`src/rtl/ctrl_pkg.sv`:
```
// Shared encodings for the control sequencer: opcodes, FSM states,
// instruction classes and the strobe bundles driven onto the datapath.
package ctrl_pkg;

    localparam logic [4:0] OP_LD   = 5'd0,  OP_LDI  = 5'd1,  OP_ST   = 5'd2,  OP_ADD  = 5'd3;
    localparam logic [4:0] OP_SUB  = 5'd4,  OP_AND  = 5'd5,  OP_OR   = 5'd6,  OP_SHR  = 5'd7;
    localparam logic [4:0] OP_SHRA = 5'd8,  OP_SHL  = 5'd9,  OP_ROR  = 5'd10, OP_ROL  = 5'd11;
    localparam logic [4:0] OP_ADDI = 5'd12, OP_ANDI = 5'd13, OP_ORI  = 5'd14, OP_MUL  = 5'd15;
    localparam logic [4:0] OP_DIV  = 5'd16, OP_NEG  = 5'd17, OP_NOT  = 5'd18, OP_BR   = 5'd19;
    localparam logic [4:0] OP_JR   = 5'd20, OP_JAL  = 5'd21, OP_IN   = 5'd22, OP_OUT  = 5'd23;
    localparam logic [4:0] OP_NOP  = 5'd26, OP_HALT = 5'd27;

    typedef enum logic [3:0] {
        S_F0 = 4'd0, S_F1 = 4'd1, S_F2 = 4'd2, S_F3 = 4'd3,
        S_E0 = 4'd4, S_E1 = 4'd5, S_E2 = 4'd6, S_E3 = 4'd7, S_E4 = 4'd8, S_E5 = 4'd9,
        S_DIV_WAIT = 4'd10, S_HALT = 4'd11
    } state_t;

    typedef enum logic [3:0] {
        CL_NOP = 4'd0, CL_HALT = 4'd1, CL_LD = 4'd2, CL_LDI = 4'd3, CL_ST = 4'd4,
        CL_RTYPE = 4'd5, CL_IMM = 4'd6, CL_UNARY = 4'd7, CL_MUL = 4'd8, CL_DIV = 4'd9,
        CL_BR = 4'd10, CL_JR = 4'd11, CL_JAL = 4'd12, CL_IN = 4'd13, CL_OUT = 4'd14
    } class_t;

    typedef struct packed {
        logic and_op, or_op, add_op, sub_op, mul_op, div_op, shr_op;
        logic shl_op, ror_op, rol_op, neg_op, not_op, shra_op;
    } alu_t;

    localparam alu_t ALU_ADD = 13'b0010000000000;

    typedef struct packed {
        logic pc_out, mdr_out, zhigh_out, zlow_out, hi_in, lo_in, mdr_in, mar_in, z_in;
        logic y_in, ir_in, pc_in, read, write, inc_pc, ba_out, inport_out, outport_in;
        logic gra, grb, grc, r_in, r_out, c_out, con_in, div_rst;
    } strobe_t;

endpackage

```
`src/rtl/ctrl_decode.sv`:
```
// Opcode decoder: instruction class, the ALU operation the opcode names,
// and an illegal flag for unassigned opcodes (which are treated as nop).
module ctrl_decode
    import ctrl_pkg::*;
(
    input  logic [4:0] opcode,
    output class_t     cls,
    output alu_t       alu_op,
    output logic       illegal
);

    // Opcode to class / ALU-op lookup
    always_comb begin
        cls     = CL_NOP;
        alu_op  = '0;
        illegal = 1'b0;
        case (opcode)
            OP_LD:   cls = CL_LD;
            OP_LDI:  cls = CL_LDI;
            OP_ST:   cls = CL_ST;
            OP_ADD:  begin cls = CL_RTYPE; alu_op.add_op  = 1'b1; end
            OP_SUB:  begin cls = CL_RTYPE; alu_op.sub_op  = 1'b1; end
            OP_AND:  begin cls = CL_RTYPE; alu_op.and_op  = 1'b1; end
            OP_OR:   begin cls = CL_RTYPE; alu_op.or_op   = 1'b1; end
            OP_SHR:  begin cls = CL_RTYPE; alu_op.shr_op  = 1'b1; end
            OP_SHRA: begin cls = CL_RTYPE; alu_op.shra_op = 1'b1; end
            OP_SHL:  begin cls = CL_RTYPE; alu_op.shl_op  = 1'b1; end
            OP_ROR:  begin cls = CL_RTYPE; alu_op.ror_op  = 1'b1; end
            OP_ROL:  begin cls = CL_RTYPE; alu_op.rol_op  = 1'b1; end
            OP_ADDI: begin cls = CL_IMM;   alu_op.add_op  = 1'b1; end
            OP_ANDI: begin cls = CL_IMM;   alu_op.and_op  = 1'b1; end
            OP_ORI:  begin cls = CL_IMM;   alu_op.or_op   = 1'b1; end
            OP_MUL:  begin cls = CL_MUL;   alu_op.mul_op  = 1'b1; end
            OP_DIV:  begin cls = CL_DIV;   alu_op.div_op  = 1'b1; end
            OP_NEG:  begin cls = CL_UNARY; alu_op.neg_op  = 1'b1; end
            OP_NOT:  begin cls = CL_UNARY; alu_op.not_op  = 1'b1; end
            OP_BR:   cls = CL_BR;
            OP_JR:   cls = CL_JR;
            OP_JAL:  cls = CL_JAL;
            OP_IN:   cls = CL_IN;
            OP_OUT:  cls = CL_OUT;
            OP_NOP:  cls = CL_NOP;
            OP_HALT: cls = CL_HALT;
            default: illegal = 1'b1;
        endcase
    end

endmodule

```
`src/rtl/control_sequencer.sv`:
```
// Hardwired fetch/execute sequencer: the FSM state plus the current opcode
// select every datapath strobe; divides are bounded by a timeout.
module control_sequencer
    import ctrl_pkg::*;
#(
    parameter int RD_LAT      = 1,
    parameter int DIV_TIMEOUT = 64
) (
    input  logic        clk,
    input  logic        clr,
    input  logic [31:0] IRdataout,
    input  logic        div_done,
    input  logic        stop,
    output logic PCout, MDRout, Zhighout, Zlowout, HIin, LOin, MDRin, MARin, Zin,
    output logic Yin, IRin, PCin, Read, Write, IncPC, BAout, InPortout, OutPortin,
    output logic Gra, Grb, Grc, Rin, Rout, Cout, CONin, div_rst,
    output logic AND, OR, ADD, SUB, MUL, DIV, SHR, SHL, ROR, ROL, NEG, NOT, SHRA,
    output logic run,
    output logic fault
);

    localparam int CNT_W = $clog2(DIV_TIMEOUT + 4);
    localparam logic [CNT_W-1:0] RD_LAST  = CNT_W'((RD_LAT > 0) ? RD_LAT - 1 : 0);
    localparam logic [CNT_W-1:0] DIV_LAST = CNT_W'(DIV_TIMEOUT - 1);
    localparam logic [CNT_W-1:0] CNT_ONE  = CNT_W'(1);

    state_t           state_q, state_d, nxt_s;
    logic [CNT_W-1:0] cnt_q, cnt_d;
    logic             run_q, run_d, fault_q, fault_d, last_s, illegal_s;
    class_t           cls_s;
    alu_t             dec_alu_s, alu_s;
    strobe_t          ctl_s;
    logic             ir_unused_s;

    // Only the opcode field steers sequencing; operand fields belong to the datapath.
    assign ir_unused_s = ^IRdataout[26:0];

    ctrl_decode u_decode (
        .opcode  (IRdataout[31:27]),
        .cls     (cls_s),
        .alu_op  (dec_alu_s),
        .illegal (illegal_s)
    );

    // Next state; last_s marks the final execute cycle where stop is honoured
    always_comb begin
        nxt_s   = S_F0;
        last_s  = 1'b0;
        cnt_d   = '0;
        fault_d = fault_q;
        case (state_q)
            S_F0: nxt_s = (RD_LAT == 0) ? S_F2 : S_F1;
            S_F1: begin
                nxt_s = (cnt_q == RD_LAST) ? S_F2 : S_F1;
                cnt_d = (cnt_q == RD_LAST) ? '0 : cnt_q + CNT_ONE;
            end
            S_F2: nxt_s = S_F3;
            S_F3: case (cls_s)
                CL_HALT: nxt_s = S_HALT;
                CL_NOP:  begin last_s = 1'b1; fault_d = fault_q | illegal_s; end
                default: nxt_s = S_E0;
            endcase
            S_E0: case (cls_s)
                CL_JR, CL_IN, CL_OUT: last_s = 1'b1;
                CL_DIV:  nxt_s = S_DIV_WAIT;
                default: nxt_s = S_E1;
            endcase
            S_E1: case (cls_s)
                CL_UNARY, CL_JAL: last_s = 1'b1;
                default: nxt_s = S_E2;
            endcase
            S_E2: case (cls_s)
                CL_RTYPE, CL_IMM, CL_LDI: last_s = 1'b1;
                CL_LD:   nxt_s = (RD_LAT == 0) ? S_E4 : S_E3;
                default: nxt_s = S_E3;
            endcase
            S_E3: case (cls_s)
                CL_LD: begin
                    nxt_s = (cnt_q == RD_LAST) ? S_E4 : S_E3;
                    cnt_d = (cnt_q == RD_LAST) ? '0 : cnt_q + CNT_ONE;
                end
                CL_ST:   nxt_s = S_E4;
                default: last_s = 1'b1;
            endcase
            S_E4: case (cls_s)
                CL_ST:   last_s = 1'b1;
                default: nxt_s = S_E5;
            endcase
            S_E5: last_s = 1'b1;
            S_DIV_WAIT: begin
                if (div_done) begin
                    nxt_s = S_E2;
                end else if (cnt_q == DIV_LAST) begin
                    nxt_s   = S_F0;
                    fault_d = 1'b1;
                end else begin
                    nxt_s = S_DIV_WAIT;
                    cnt_d = cnt_q + CNT_ONE;
                end
            end
            S_HALT:  nxt_s = S_HALT;
            default: nxt_s = S_F0;
        endcase
        state_d = last_s ? (stop ? S_HALT : S_F0) : nxt_s;
        run_d   = (state_d != S_HALT);
    end

    // State, counter and status flops with synchronous clear
    always_ff @(posedge clk) begin
        if (clr) begin
            state_q <= S_F0;
            cnt_q   <= '0;
            run_q   <= 1'b1;
            fault_q <= 1'b0;
        end else begin
            state_q <= state_d;
            cnt_q   <= cnt_d;
            run_q   <= run_d;
            fault_q <= fault_d;
        end
    end

    // Strobe decode from (state, class)
    always_comb begin
        ctl_s = '0;
        alu_s = '0;
        case (state_q)
            S_F0: begin ctl_s.pc_out = 1'b1; ctl_s.mar_in = 1'b1; ctl_s.inc_pc = 1'b1; end
            S_F1: ctl_s.read = 1'b1;
            S_F2: begin ctl_s.read = 1'b1; ctl_s.mdr_in = 1'b1; end
            S_F3: begin ctl_s.mdr_out = 1'b1; ctl_s.ir_in = 1'b1; end
            S_E0: case (cls_s)
                CL_RTYPE, CL_IMM: begin ctl_s.grb = 1'b1; ctl_s.r_out = 1'b1; ctl_s.y_in = 1'b1; end
                CL_UNARY: begin ctl_s.grb = 1'b1; ctl_s.r_out = 1'b1; ctl_s.z_in = 1'b1; alu_s = dec_alu_s; end
                CL_MUL:   begin ctl_s.gra = 1'b1; ctl_s.r_out = 1'b1; ctl_s.y_in = 1'b1; end
                CL_DIV:   begin ctl_s.gra = 1'b1; ctl_s.r_out = 1'b1; ctl_s.y_in = 1'b1; ctl_s.div_rst = 1'b1; end
                CL_LD, CL_LDI, CL_ST: begin
                    ctl_s.grb = 1'b1; ctl_s.ba_out = 1'b1; ctl_s.r_out = 1'b1; ctl_s.y_in = 1'b1;
                end
                CL_BR:  begin ctl_s.gra = 1'b1; ctl_s.r_out = 1'b1; ctl_s.con_in = 1'b1; end
                CL_JR:  begin ctl_s.gra = 1'b1; ctl_s.r_out = 1'b1; ctl_s.pc_in = 1'b1; end
                CL_JAL: begin ctl_s.pc_out = 1'b1; ctl_s.grb = 1'b1; ctl_s.r_in = 1'b1; end
                CL_IN:  begin ctl_s.inport_out = 1'b1; ctl_s.gra = 1'b1; ctl_s.r_in = 1'b1; end
                CL_OUT: begin ctl_s.gra = 1'b1; ctl_s.r_out = 1'b1; ctl_s.outport_in = 1'b1; end
                default: ctl_s = '0;
            endcase
            S_E1: case (cls_s)
                CL_RTYPE: begin ctl_s.grc = 1'b1; ctl_s.r_out = 1'b1; ctl_s.z_in = 1'b1; alu_s = dec_alu_s; end
                CL_IMM:   begin ctl_s.c_out = 1'b1; ctl_s.z_in = 1'b1; alu_s = dec_alu_s; end
                CL_UNARY: begin ctl_s.zlow_out = 1'b1; ctl_s.gra = 1'b1; ctl_s.r_in = 1'b1; end
                CL_MUL:   begin ctl_s.grb = 1'b1; ctl_s.r_out = 1'b1; ctl_s.z_in = 1'b1; alu_s = dec_alu_s; end
                CL_LD, CL_LDI, CL_ST: begin ctl_s.c_out = 1'b1; ctl_s.z_in = 1'b1; alu_s = ALU_ADD; end
                CL_BR:    begin ctl_s.pc_out = 1'b1; ctl_s.y_in = 1'b1; end
                CL_JAL:   begin ctl_s.gra = 1'b1; ctl_s.r_out = 1'b1; ctl_s.pc_in = 1'b1; end
                default:  ctl_s = '0;
            endcase
            S_E2: case (cls_s)
                CL_RTYPE, CL_IMM, CL_LDI: begin ctl_s.zlow_out = 1'b1; ctl_s.gra = 1'b1; ctl_s.r_in = 1'b1; end
                CL_MUL, CL_DIV: begin ctl_s.zlow_out = 1'b1; ctl_s.lo_in = 1'b1; end
                CL_LD, CL_ST:   begin ctl_s.zlow_out = 1'b1; ctl_s.mar_in = 1'b1; end
                CL_BR:   begin ctl_s.c_out = 1'b1; ctl_s.z_in = 1'b1; alu_s = ALU_ADD; end
                default: ctl_s = '0;
            endcase
            S_E3: case (cls_s)
                CL_MUL, CL_DIV: begin ctl_s.zhigh_out = 1'b1; ctl_s.hi_in = 1'b1; end
                CL_LD:   ctl_s.read = 1'b1;
                CL_ST:   begin ctl_s.gra = 1'b1; ctl_s.r_out = 1'b1; ctl_s.mdr_in = 1'b1; end
                CL_BR:   ctl_s.zlow_out = 1'b1;
                default: ctl_s = '0;
            endcase
            S_E4: case (cls_s)
                CL_LD:   begin ctl_s.read = 1'b1; ctl_s.mdr_in = 1'b1; end
                CL_ST:   ctl_s.write = 1'b1;
                default: ctl_s = '0;
            endcase
            S_E5: begin ctl_s.mdr_out = 1'b1; ctl_s.gra = 1'b1; ctl_s.r_in = 1'b1; end
            S_DIV_WAIT: begin
                ctl_s.grb   = 1'b1;
                ctl_s.r_out = 1'b1;
                ctl_s.z_in  = div_done;
                alu_s       = dec_alu_s;
            end
            default: ctl_s = '0;
        endcase
    end

    assign {PCout, MDRout, Zhighout, Zlowout, HIin, LOin, MDRin, MARin, Zin,
            Yin, IRin, PCin, Read, Write, IncPC, BAout, InPortout, OutPortin,
            Gra, Grb, Grc, Rin, Rout, Cout, CONin, div_rst} = clr ? '0 : ctl_s;
    assign {AND, OR, ADD, SUB, MUL, DIV, SHR, SHL, ROR, ROL, NEG, NOT, SHRA} = clr ? '0 : alu_s;
    assign run   = run_q;
    assign fault = fault_q;

endmodule

```
`config.mk`:
```
export PLATFORM = sky130hd
export DESIGN_NAME = control_sequencer
export DESIGN_NICKNAME = d
export VERILOG_FILES = /design/src/rtl/ctrl_pkg.sv /design/src/rtl/ctrl_decode.sv /design/src/rtl/control_sequencer.sv
export SDC_FILE = /design/constraint.sdc
export NUM_CORES = 1
export LEC_CHECK = 0
export BUFFER_PORTS_ARGS = -buffer_cell sky130_fd_sc_hd__buf_2
export CAP_MARGIN = 20
export CORE_UTILIZATION = 43
export DETAILED_ROUTE_END_ITERATION = 8
export PLACE_DENSITY_LB_ADDON = 0.05
export SLEW_MARGIN = 20
export SYNTH_ARGS = -nofsm -noshare
export SYNTH_HDL_FRONTEND = slang
export SYNTH_SLANG_ARGS = --single-unit
```
`constraint.sdc`:
```
create_clock -name clk -period 2.13 [get_ports clk]
set_input_delay 0.426 -clock clk [delete_from_list [all_inputs] [get_ports clk]]
set_output_delay 0.426 -clock clk [all_outputs]
set_load 0.01 [all_outputs]
```
==> flow_summary.ini <==
[run_status]
outcome = finished with violations
violations = setup timing

[clocking]
cts_max_path_buffers = 2
cts.sinks = 13
holdBufCountCts = 0
cts.clk_slew.worst_paths_ps = 70
htreeDepth = 1
clockRootBuffer = clkbuf_8
worstSkewPairLatency_ps = 250
cts_made_buffers = 3
cts_tree = built

[synthesis]
ys_warn_count = 0
synth_cells = 255
synth.avg_cell_area_sq_um = 6.63
synth_nets = 293
synth_edf_count = 0
yosysTopAreaCell = dfxtp_1
ys_seq_area_share_pct = 15.4
netlist.area_leader.share_pct = 15.4
ys_ff_latch = 13
synthTopCellsByArea = dfxtp_1 15%, nor2_1 8.7%, nor3_1 5.0%, nand2_1 4.4%, a21oi_1 3.3%
synthesis.area_sq_mm = 0.00169
ys_types = 58
ys.flop_type = dfxtp_1
ys_async_sr_fraction_pct = 0

[routing]
top_layer = met4
drc = 0
vias = 2703
wire_per_inst_microns = 19.4
wl_met3_microns = 943
routed_wl_mm = 8.27
dr.pass1.iters = 5
route.layer.met1.wl_mm = 3.26
dr_wl_met2_mm = 3.74
vias_per_cell = 6.33
drtAntennaViolNets = 0
drt_iter0_markers = 346

[sta]
setup_slack_ps = -327
setup_violations = 26
hold_violations = 0
finalCritPeriodShare_pct = 115
rsz0062_at_grt = true
fmax_mhz = 407
layout_min_cycle_time_ps = 2460
slew_viol_final = 0
relSlewSlack_pct = 72.9
worst_slew_pin_slew_ps = 403
fin_skew_ps = 11.1
setup_tns_ps = -4980

[floorplan]
io_pins = 77
die_h_microns = 64.7
fp.coreArea_sq_mm = 0.00372
die-area_sq_mm = 0.00419
core.rowCount = 22
start_util_pct = 45.5
fp.dieW_microns = 64.7

[critical_path]
path_max_fanout = 7
required_ps = 1700
cp-end-kind = primary output
crit_buf_inv = 1
start_kind = flip-flop
max_stage_delay_ps = 370
critical_path.top_delay_family = simple AND/OR/NAND/NOR gates
worstPathArrival_ps = 2030
path_class = reg -> out
crit_chain = nor4b_4, nand3_2, a311oi_4, nand3b_1, nor2_2, buf_2
slowest_stage = dfxtp_4

[final_layout]
fin_area_sq_mm = 0.00318
syn_to_final_growth_pct = 88.2
nets = 418
stdcell_count = 427
n_antenna_cell = 0
drive_gt1_share_pct = 59.6

[global_route]
grt_max_degree = 18
grt_pass1_wl_mm = 11.9
grt-ovfl-total = 0
antenna_found_initial = 0
grt_pass1_vias = 2433
grt_usage_pct = 36.7

[place]
placed_cell_area_sq_mm = 0.00257
globalplace.congestion = 0.932
placedCellCount = 406
dp_slack_ps = -262
dp_hpwl_mm = 5.24
port-buffer-count = 49

[pwr]
p_leak_nw = 1.35
p_per_area_mw_per_mm2 = 417
ir_worst_vdd_uv = 523

[run]
drv_cap = 0

[worst_hold_path]
hp-class = reg -> reg
[registers in the layout (all words and copies together) (netlist names)]
name and count:
cnt_q 7, fault 1, run 1, state_q 4
[cell usage after synthesis (2+ instances only)]
master,instances
buf_4,2
ha_1,2
dfxtp_1,13
nand2_1,20
or2_2,5
a31oi_1,5
nand2b_1,8
nor4_1,4
o32ai_1,3
nor2b_1,4
buf_2,9
a311oi_1,3
a211oi_1,2
a21o_1,2
nor3b_1,2
and4b_1,2
a2111oi_0,4
nor2_1,39
inv_1,8
a22oi_1,3
a41oi_1,4
or4_1,3
nand3_1,10
and3_1,3
and2_0,2
a21oi_1,11
o41ai_1,2
nand3b_1,3
or3_1,4
o22ai_1,5
xor2_1,3
nand4_1,3
xnor2_1,4
o21ai_0,7
nor3_1,17
clkbuf_1,12
[cell families after synthesis]
group	count (synthesis)	share of synthesized area, %
xor gates and xnor gates	7	3.62
AOI/OAI and AO/OA	64	27.1
muxes	1	0.592
and+or+nand+nor	137	43.8
buffers and inverters	31	7.99
adders and majority gates	2	1.48
DFF	13	15.4
[through the flow]
stage          hold slack, ps  total power [mW]  util [%]
2_1_floorplan             430             0.593         -
3_3_place_gp              445             0.832      69.3
3_5_place_dp              451             0.838      69.3
4_1_cts                   467              1.19      80.4
5_1_grt                   502              1.37      85.7
6_report                  467              1.33      85.7
[where the power goes]
part	switching (mW)	total [mW]	internal (mW)	leakage, nW
sequential	0.0322	0.292	0.260	0.108
combinational	0.417	0.806	0.388	1.22
clock	0.0983	0.231	0.132	0.0228
total	0.548	1.33	0.780	1.35
[worst paths after layout]
path | from | end | slack [ps] | cells after the start
worst max-delay path | state_q[3] | ROR | -330 | 6
worst min-delay path | cnt_q[0] | cnt_q[0] | 470 | 1
worst max register to register | state_q[1] | run | -20 | 9
worst min register to register | cnt_q[0] | cnt_q[0] | 470 | 1
[placed cells by master, fill, tap and decap left out, types with 4 or more instances in the layout]
master | Yosys | routed
buf_4 | 2 | 77
buf_2 | 9 | 45
nor2_1 | 39 | 29
buf_6 | 0 | 20
nand2_1 | 20 | 15
nor3_1 | 17 | 11
dfxtp_1 | 13 | 9
a21oi_1 | 11 | 8
inv_1 | 8 | 7
nor2_2 | 0 | 7
nand3_1 | 10 | 6
nand2b_1 | 8 | 5
nor3_2 | 0 | 5
o22ai_1 | 5 | 4
xnor2_1 | 4 | 4
a41oi_2 | 0 | 4
a31oi_1 | 5 | 4
dfxtp_4 | 0 | 4
[layout make-up]
| class | instances | area (sq um) |
|---|---|---|
| inverters | 8 | 30.0 |
| well taps | 48 | 60.1 |
| flip-flops and latches | 13 | 275 |
| clock buffers | 4 | 45.0 |
| repair buffers | 143 | 1040 |
| multi-input cells | 211 | 1730 |
| fillers | 219 | 533 |
[timing repair]
item	CTS	global route
resized for setup	71	33
setup buffers	13	8
cloned	0	0
pin swaps	19	24
setup endpoints to repair	39	43
[layer usage]
metal | track usage, % | up-vias
li1 | - | 1193
met1 | 47.6 | 1245
met2 | 59.6 | 220
met3 | 8.63 | 45
met4 | 10.8 | 0
met5 | 0 | -
Note: power is estimated with default switching activity, not from simulation.
